## src/rtl/dmem_arbiter.sv

```systemverilog
`default_nettype none
// +----------------------------------------------------------------------------+
// | Module      : dmem_arbiter                                                 |
// | Description : Round-robin arbiter sharing one data memory between two CPU  |
// |               cache ports; one registered transaction in flight at a time. |
// |               Optional BUSY timeout enabled by DMEM_ARB_TIMEOUT_EN.        |
// | Revision    : 1.0 - initial release                                        |
// +----------------------------------------------------------------------------+
module dmem_arbiter #(
  parameter int ADDR_W = 14,
  parameter int LINE_W = 64
) (
  input  logic              clk,
  input  logic              rst_n,
  input  logic [ADDR_W-1:0] u_addr_0,
  input  logic              u_re_0,
  input  logic              u_we_0,
  input  logic [LINE_W-1:0] u_wdata_0,
  output logic [LINE_W-1:0] u_rd_data_0,
  output logic              u_rdy_0,
  input  logic [ADDR_W-1:0] u_addr_1,
  input  logic              u_re_1,
  input  logic              u_we_1,
  input  logic [LINE_W-1:0] u_wdata_1,
  output logic [LINE_W-1:0] u_rd_data_1,
  output logic              u_rdy_1,
  output logic [ADDR_W-1:0] mem_addr,
  output logic              mem_re,
  output logic              mem_we,
  output logic [LINE_W-1:0] mem_wdata,
  input  logic [LINE_W-1:0] mem_rdata,
  input  logic              mem_rdy,
  output logic              grant_0,
  output logic              grant_1
`ifdef DMEM_ARB_TIMEOUT_EN
  ,
  output logic              timeout_err
`endif
);

  typedef enum logic [1:0] {
    ST_IDLE = 2'd0,
    ST_BUSY = 2'd1,
    ST_DONE = 2'd2
  } state_t;

  state_t            r_state, w_state_nxt;
  logic              r_rr_ptr, r_owner;
  logic [ADDR_W-1:0] r_mem_addr;
  logic              r_mem_re, r_mem_we;
  logic [LINE_W-1:0] r_mem_wdata;
  logic              r_grant_0, r_grant_1, r_rdy_0, r_rdy_1;
  logic [LINE_W-1:0] r_rd_data_0, r_rd_data_1;
  logic              w_act_0, w_act_1, w_gnt_vld, w_gnt_idx, w_gnt_we;
  logic              w_done, w_to_hit;
  logic [LINE_W-1:0] w_rsp_data;

  // A simultaneous re+we is treated as a write.
  assign w_act_0  = u_re_0 | u_we_0;
  assign w_act_1  = u_re_1 | u_we_1;
  assign w_gnt_we = w_gnt_idx ? u_we_1 : u_we_0;

`ifdef DMEM_ARB_TIMEOUT_EN
  logic [9:0] r_to_cnt;
  logic       r_timeout_err;

  assign w_to_hit   = (r_state == ST_BUSY) && !mem_rdy && (r_to_cnt == 10'd1023);
  assign w_rsp_data = w_to_hit ? {LINE_W{1'b1}} : mem_rdata;
  assign timeout_err = r_timeout_err;

  always_ff @(posedge clk or negedge rst_n) begin
    if (!rst_n) begin
      r_to_cnt      <= '0;
      r_timeout_err <= 1'b0;
    end else begin
      if (w_gnt_vld)
        r_to_cnt <= '0;
      else if (r_state == ST_BUSY)
        r_to_cnt <= r_to_cnt + 10'd1;
      if (w_to_hit)
        r_timeout_err <= 1'b1;
    end
  end
`else
  assign w_to_hit   = 1'b0;
  assign w_rsp_data = mem_rdata;
`endif

  assign w_done = (r_state == ST_BUSY) && (mem_rdy || w_to_hit);

  always_comb begin
    w_state_nxt = r_state;
    w_gnt_vld   = 1'b0;
    w_gnt_idx   = 1'b0;
    case (r_state)
      ST_IDLE: begin
        if (w_act_0 && w_act_1) begin
          w_gnt_vld = 1'b1;
          w_gnt_idx = r_rr_ptr;
        end else if (w_act_0 || w_act_1) begin
          w_gnt_vld = 1'b1;
          w_gnt_idx = w_act_1;
        end
        if (w_gnt_vld)
          w_state_nxt = ST_BUSY;
      end
      ST_BUSY: if (w_done) w_state_nxt = ST_DONE;
      ST_DONE: w_state_nxt = ST_IDLE;
      default: w_state_nxt = ST_IDLE;
    endcase
  end

  always_ff @(posedge clk or negedge rst_n) begin
    if (!rst_n)
      r_state <= ST_IDLE;
    else
      r_state <= w_state_nxt;
  end

  always_ff @(posedge clk or negedge rst_n) begin
    if (!rst_n) begin
      r_rr_ptr    <= 1'b0;
      r_owner     <= 1'b0;
      r_mem_addr  <= '0;
      r_mem_re    <= 1'b0;
      r_mem_we    <= 1'b0;
      r_mem_wdata <= '0;
      r_grant_0   <= 1'b0;
      r_grant_1   <= 1'b0;
      r_rdy_0     <= 1'b0;
      r_rdy_1     <= 1'b0;
      r_rd_data_0 <= '0;
      r_rd_data_1 <= '0;
    end else begin
      r_rdy_0 <= 1'b0;
      r_rdy_1 <= 1'b0;
      if (w_gnt_vld) begin
        r_owner     <= w_gnt_idx;
        r_rr_ptr    <= ~w_gnt_idx;
        r_mem_addr  <= w_gnt_idx ? u_addr_1 : u_addr_0;
        r_mem_wdata <= w_gnt_idx ? u_wdata_1 : u_wdata_0;
        r_mem_we    <= w_gnt_we;
        r_mem_re    <= ~w_gnt_we;
        r_grant_0   <= ~w_gnt_idx;
        r_grant_1   <= w_gnt_idx;
      end
      if (w_done) begin
        r_mem_re <= 1'b0;
        r_mem_we <= 1'b0;
        if (r_owner) begin
          r_rdy_1 <= 1'b1;
          if (r_mem_re || w_to_hit) r_rd_data_1 <= w_rsp_data;
        end else begin
          r_rdy_0 <= 1'b1;
          if (r_mem_re || w_to_hit) r_rd_data_0 <= w_rsp_data;
        end
      end
      if (r_state == ST_DONE) begin
        r_grant_0 <= 1'b0;
        r_grant_1 <= 1'b0;
      end
    end
  end

  assign mem_addr    = r_mem_addr;
  assign mem_re      = r_mem_re;
  assign mem_we      = r_mem_we;
  assign mem_wdata   = r_mem_wdata;
  assign grant_0     = r_grant_0;
  assign grant_1     = r_grant_1;
  assign u_rdy_0     = r_rdy_0;
  assign u_rdy_1     = r_rdy_1;
  assign u_rd_data_0 = r_rd_data_0;
  assign u_rd_data_1 = r_rd_data_1;

endmodule
`default_nettype wire
```

## config.mk

```make
export PLATFORM = sky130hd
export DESIGN_NAME = dmem_arbiter
export DESIGN_NICKNAME = d
export VERILOG_FILES = /design/src/rtl/dmem_arbiter.sv
export SDC_FILE = /design/constraint.sdc
export NUM_CORES = 1
export LEC_CHECK = 0
export ABC_CLOCK_PERIOD_IN_PS = 2100
export CAP_MARGIN = 0
export CORE_AREA = 3 3 171 173
export CTS_BUF_LIST = sky130_fd_sc_hd__clkbuf_16
export CTS_CLUSTER_SIZE = 25
export DETAILED_ROUTE_END_ITERATION = 10
export DIE_AREA = 0 0 174 176
export PLACE_DENSITY_LB_ADDON = 0.12
export REMOVE_ABC_BUFFERS = 1
export SLEW_MARGIN = 20
export SYNTH_ARGS = -nofsm -noshare
export SYNTH_HDL_FRONTEND = slang
export SYNTH_SLANG_ARGS = --single-unit
```

## constraint.sdc

```tcl
create_clock -name clk -period 2.1 [get_ports clk]
set_input_delay 0.42 -clock clk [delete_from_list [all_inputs] [get_ports clk]]
set_output_delay 0.42 -clock clk [all_outputs]
set_load 0.01 [all_outputs]
```

==> metrics.cfg, run 1 <==
[setup_path]
cpMaxStageDelayCell = clkdlybuf4s50_1
cp_cell_sequence = clkdlybuf4s50_1
r2r-start = r_state[0]
r2r-end = u_rd_data_0[44]
end_kind = output port
reg2regPathDepth = 4
worst-path-max-fanout = 4
startpoint_type = flip-flop
cp.required_ns = 1.68
crit_arrival_ns = 1.52
cpPeakStageDelay_ns = 0.58
critPathBufInv = 1
ff2ff_setup_slack_ns = 0.43
critPathKind = flip-flop to output port
crit_family = buffers and inverters
crit_cells = 1

[final_layout]
nNetsFinal = 1247
final_area_mm2 = 0.0144
drive_above_1_share_pct = 12.7
fin_util_pct = 51.8
final_cells = 1418
syn_to_final_growth_pct = 64.4

[cts]
clock-sinks = 216
cts_tree = built
insertion_delay_ns = 0.51
cts-root-buf = clkbuf_16
cts_buffers = 24
htreeDepth = 1
postCtsSetupRepairBufs = 0
clock_path_buffers = 3
clk_pin_slew_ns = 0.06

[yosys]
ys.warnings.count = 0
yosysSeqAreaShare_pct = 61.8
synth-seq-cells = 216
synth_cell_types = 30
syn_inst = 577
synth_area_mm2 = 0.00875
avgSynthCellArea_um2 = 15.2

[detailed_routing]
route.met2.wl_mm = 14.7
drc = 0
vias_per_cell = 4.84
wl_met3_mm = 3.42
wirelength_mm = 30.9
ant_nets = 0
firstDrtPassIters = 4
wl_per_cell_um = 21.8
drtIter0Drc = 295
drt-met1-wl_mm = 12.0
top_layer = met5
vias = 6859

[placement]
dpl_cell_area_mm2 = 0.0136
globalplace.congestion = 0.777
dp_hpwl_mm = 22.6
dp_cells = 1371
portBuffers = 438

[sta]
clock_skew_ns = 0.00732
final.min_clock_period_ns = 1.94
final_max_slew_viol_count = 0
rsz0062_at_grt = false
worst_pin_slew_ns = 0.467
setup_viol = 0
hold_viol = 0
fmax_mhz = 516
max_slew_margin_pct = 68.9
finalCritPeriodShare_pct = 92.4

[grt]
grt_pass1_vias = 7317
grtUsageTotal_pct = 19.3
grt_pass1_wl_mm = 45.9
grt_max_degree = 83
antenna_found_initial = 4
grt.overflow.total = 0

[floorplanning]
row_count = 61
ios = 439
dieArea_mm2 = 0.0306
dieHeight_um = 176
start_util_pct = 31.5
fp.dieW_um = 174
core_mm2 = 0.0278

[min_path]
hp-class = input port to asynchronous set/reset pin

[power_and_ir_drop]
total_power_w = 0.0203
vdd_ir_drop_max_mv = 0.642
power.density_mw_per_mm2 = 1410
power_leakage_nw = 6.05

[job]
maxCapViolCount = 0

[status]
status = completed

[worst max-delay path by stage]
stage	from	to
6_report	mem_re	mem_re
5_1_grt	mem_re	mem_re
4_1_cts	mem_re	mem_re
3_5_place_dp	u_re_0	mem_wdata[12]
3_3_place_gp	u_re_0	mem_wdata[42]
2_1_floorplan	r_state[1]	mem_addr[0]
[repair_timing]
action / CTS / global route
endpoints found under the hold margin: 44 / 0
resized for setup: 0 / 0
hold buffers: 1 / 0
endpoints found under the setup margin: 0 / 0
[cell usage in the layout, fill, tap and decap left out, types with 17 or more instances in the layout]
cell type / n
mux2_1: 77
dfrtp_1: 216
clkdlybuf4s50_1: 437
a21boi_1: 68
mux2_2: 51
buf_4: 17
a221o_1: 78
clkbuf_16: 25
[Yosys cell counts]
master / number / area share (%)
a211oi_1: 1 / 0.086
a21boi_0: 1 / 0.086
a21boi_1: 68 / 5.8
a21boi_2: 9 / 1.2
a21o_1: 3 / 0.26
a21oi_1: 2 / 0.11
a221o_1: 78 / 8.9
a2bb2oi_1: 1 / 0.10
and2_1: 2 / 0.14
and3b_1: 1 / 0.10
and4bb_2: 1 / 0.14
buf_2: 18 / 1.0
buf_4: 6 / 0.51
buf_6: 11 / 1.4
clkbuf_1: 13 / 0.56
dfrtp_1: 216 / 62
inv_2: 1 / 0.043
mux2_1: 77 / 9.9
mux2_2: 51 / 6.6
nand2_1: 3 / 0.13
nand2_2: 1 / 0.072
nand2b_1: 1 / 0.072
nand3_2: 1 / 0.11
nand3b_1: 1 / 0.086
nor2_1: 4 / 0.17
o21ai_0: 2 / 0.11
o21bai_2: 1 / 0.13
o221a_2: 1 / 0.13
o2bb2ai_1: 1 / 0.10
or4_1: 1 / 0.086
[flip-flops by register name (all words and copies together) (netlist names), 2 cells and up]
register,cells
r_state,2
u_rd_data_1,64
mem_wdata,64
mem_addr,14
u_rd_data_0,64
[logic make-up (layout without fill, tap and decap cells)]
logic type             after synthesis  after routing  synth area share (%)
AOI/OAI and AO/OA                  168            168                  17.0
buffers and inverters               49            509                  3.56
DFF                                216            216                  61.8
muxes                              128            128                  16.5
other                                0              3                     0
and+or+nand+nor                     16             16                  1.12
[power by group]
part / switching [W] / total, W / internal, W
clock network: 0.00168 / 0.00395 / 0.00227
registers: 0.00109 / 0.00727 / 0.00618
logic: 0.00353 / 0.00912 / 0.00559
total: 0.00629 / 0.0203 / 0.0140
[final cells by class]
type | instances | area, um2
Clock inverter | 18 | 109
Fill cell | 2456 | 13400
Sequential cell | 216 | 5410
Inverter | 1 | 3.75
Antenna cell | 3 | 7.51
Multi-Input combinational cell | 312 | 3050
Clock buffer | 25 | 626
Tap cell | 378 | 473
Timing Repair Buffer | 465 | 4710
[per-stage QoR]
stage	setup WS, ns	setup TNS (ns)	hold WS (ns)
CTS	0.104	0	0.421
global route	0.0881	0	0.450
global placement	-0.124	-8.22	0.370
detailed placement	-0.136	-9.10	0.371
floorplan	-3.09	-272.03	0.124
finish	0.160	0	0.418
[routing by layer]
layer	global-route usage, %	up-vias
met4	5.90	2
met1	23.4	3393
met2	31.4	326
met3	7.94	51
met5	0	-
li1	-	3087
Power figures use the tool's default switching activity.
==> run 2: changes to the inputs <==
CTS_CLUSTER_SIZE = 20   (was 25)
PLACE_DENSITY = 0.7   (was default)
PLACE_DENSITY_LB_ADDON = default   (was 0.12)
==> run 2 against run 1 <==
Clock power increased by 4%; clock skew up 0.0022 ns; cell count down 0.21%; critical endpoint unchanged.
==> metrics.cfg, run 2 (synthesized netlist as in run 1, its figures left out) <==
[status]
status = completed

[sta]
hold_viol = 0
final_max_slew_viol_count = 0
fin_ws_ns = 0.136
setup-tns-final_ns = 0
worst_pin_slew_ns = 0.499
clock_skew_ns = 0.00948
max_slew_margin_pct = 66.7
final.min_clock_period_ns = 1.96
fmax_mhz = 509
finalCritPeriodShare_pct = 93.5
rsz0062_at_grt = false
setup_viol = 0

[job]
maxCapViolCount = 0

[cts]
clock-sinks = 216
clock_path_buffers = 3
cts_buffers = 25
cts_tree = built
cts_resized = 0
insertion_delay_ns = 0.52
cts-root-buf = clkbuf_16
htreeDepth = 1
clk_pin_slew_ns = 0.06

[setup_path]
end_kind = output port
cpMaxStageDelayCell = clkdlybuf4s50_1
cp.required_ns = 1.68
crit_family = buffers and inverters
worst-path-max-fanout = 4
cp_cell_sequence = clkdlybuf4s50_1
critPathBufInv = 1
worstSetupStartpoint = mem_re
crit_arrival_ns = 1.54
critPathKind = flip-flop to output port
cpPeakStageDelay_ns = 0.59
startpoint_type = flip-flop
r2r-start = r_state[0]

[detailed_routing]
drtIter0Drc = 310
wirelength_mm = 29.7
ant_nets = 0
firstDrtPassIters = 4
wl_per_cell_um = 21.0
drc = 0
vias = 6987
vias_per_cell = 4.94

[final_layout]
layout.area.seq_mm2 = 0.00541
final_cells = 1415
nNetsFinal = 1246
n_fill_cell = 2410
multi_input_area_mm2 = 0.00306
drive_above_1_share_pct = 12.4
fin_util_pct = 51.9
syn_to_final_growth_pct = 64.8
layout_common_cells = clkdlybuf4s50_1, dfrtp_1, a221o_1
layout_commonest_cell = clkdlybuf4s50_1

[grt]
grt_max_degree = 83
grt.overflow.total = 0
grtUsageTotal_pct = 18.6
grt_pass1_wl_mm = 45.3
antenna_found_initial = 3
grt_pass1_vias = 7548

[placement]
dp_hpwl_mm = 21.7
globalplace.congestion = 0.780
pre_cts_slack_ns = -0.182
dp_cells = 1369
portBuffers = 438

[power_and_ir_drop]
power_leakage_nw = 6.07
vdd_ir_drop_max_mv = 0.646
power.density_mw_per_mm2 = 1420

[floorplanning]
start_util_pct = 31.5
dieArea_mm2 = 0.0306
row_count = 61
ios = 439
dieHeight_um = 176
core_mm2 = 0.0278
fp.dieW_um = 174

[min_path]
hp-class = input port to asynchronous set/reset pin

-- run 2: power breakdown --
part / switching, W / internal (W) / leakage, nW / total [W]
Clock: 0.00170 / 0.00240 / 0.396 / 0.00410
Sequential: 0.00112 / 0.00618 / 2.64 / 0.00730
Combinational: 0.00347 / 0.00559 / 3.03 / 0.00906
-- run 2: metrics by stage --
| stage | instance area (um2) | power, W | hold WS, ns |
|---|---|---|---|
| finish | 14400 | 0.0205 | 0.431 |
| global route | 14400 | 0.0216 | 0.441 |
| CTS | 14400 | 0.0208 | 0.436 |
| detailed placement | 13600 | 0.0165 | 0.395 |
| global placement | 13600 | 0.0163 | 0.398 |
| floorplan | 8440 | 0.0108 | 0.124 |
-- run 2: area by class of cell --
| class | count | share of cell area (%) |
|---|---|---|
| multi-input combinational | 312 | 21.2 |
| inverter | 1 | 0.0260 |
| clock buffer | 25 | 4.34 |
| timing repair buffer | 463 | 32.6 |
| clock inverter | 18 | 0.964 |
| antenna | 2 | 0.0347 |
| sequential | 216 | 37.5 |
| tap | 378 | 3.28 |
-- run 2: final timing paths --
| check | endpoint | cells past startpoint | slack [ns] |
|---|---|---|---|
| max | mem_re | 1 | 0.14 |
| min | u_rd_data_0[42] | 2 | 0.43 |
| max reg2reg | u_rd_data_0[17] | 4 | 0.46 |
| min reg2reg | grant_0 | 1 | 0.48 |
| max in group asynchronous | u_rd_data_1[50] | 3 | 0.95 |
| min in group clk | grant_0 | 1 | 0.48 |
-- run 2: timing repair --
item                                   in CTS  in global routing
endpoints found under the hold margin      52                  0
hold buffers                                1                  0
buffers inserted                            0                  0
-- run 2: metal layers --
| metal | part of all wire (%) | up-vias | GRT usage, % |
|---|---|---|---|
| li1 | - | 3082 | - |
| met1 | 39 | 3525 | 22.1 |
| met2 | 51 | 345 | 32.6 |
| met3 | 9.3 | 33 | 6.71 |
| met4 | 1.5 | 2 | 3.89 |
| met5 | 0.044 | - | 0 |
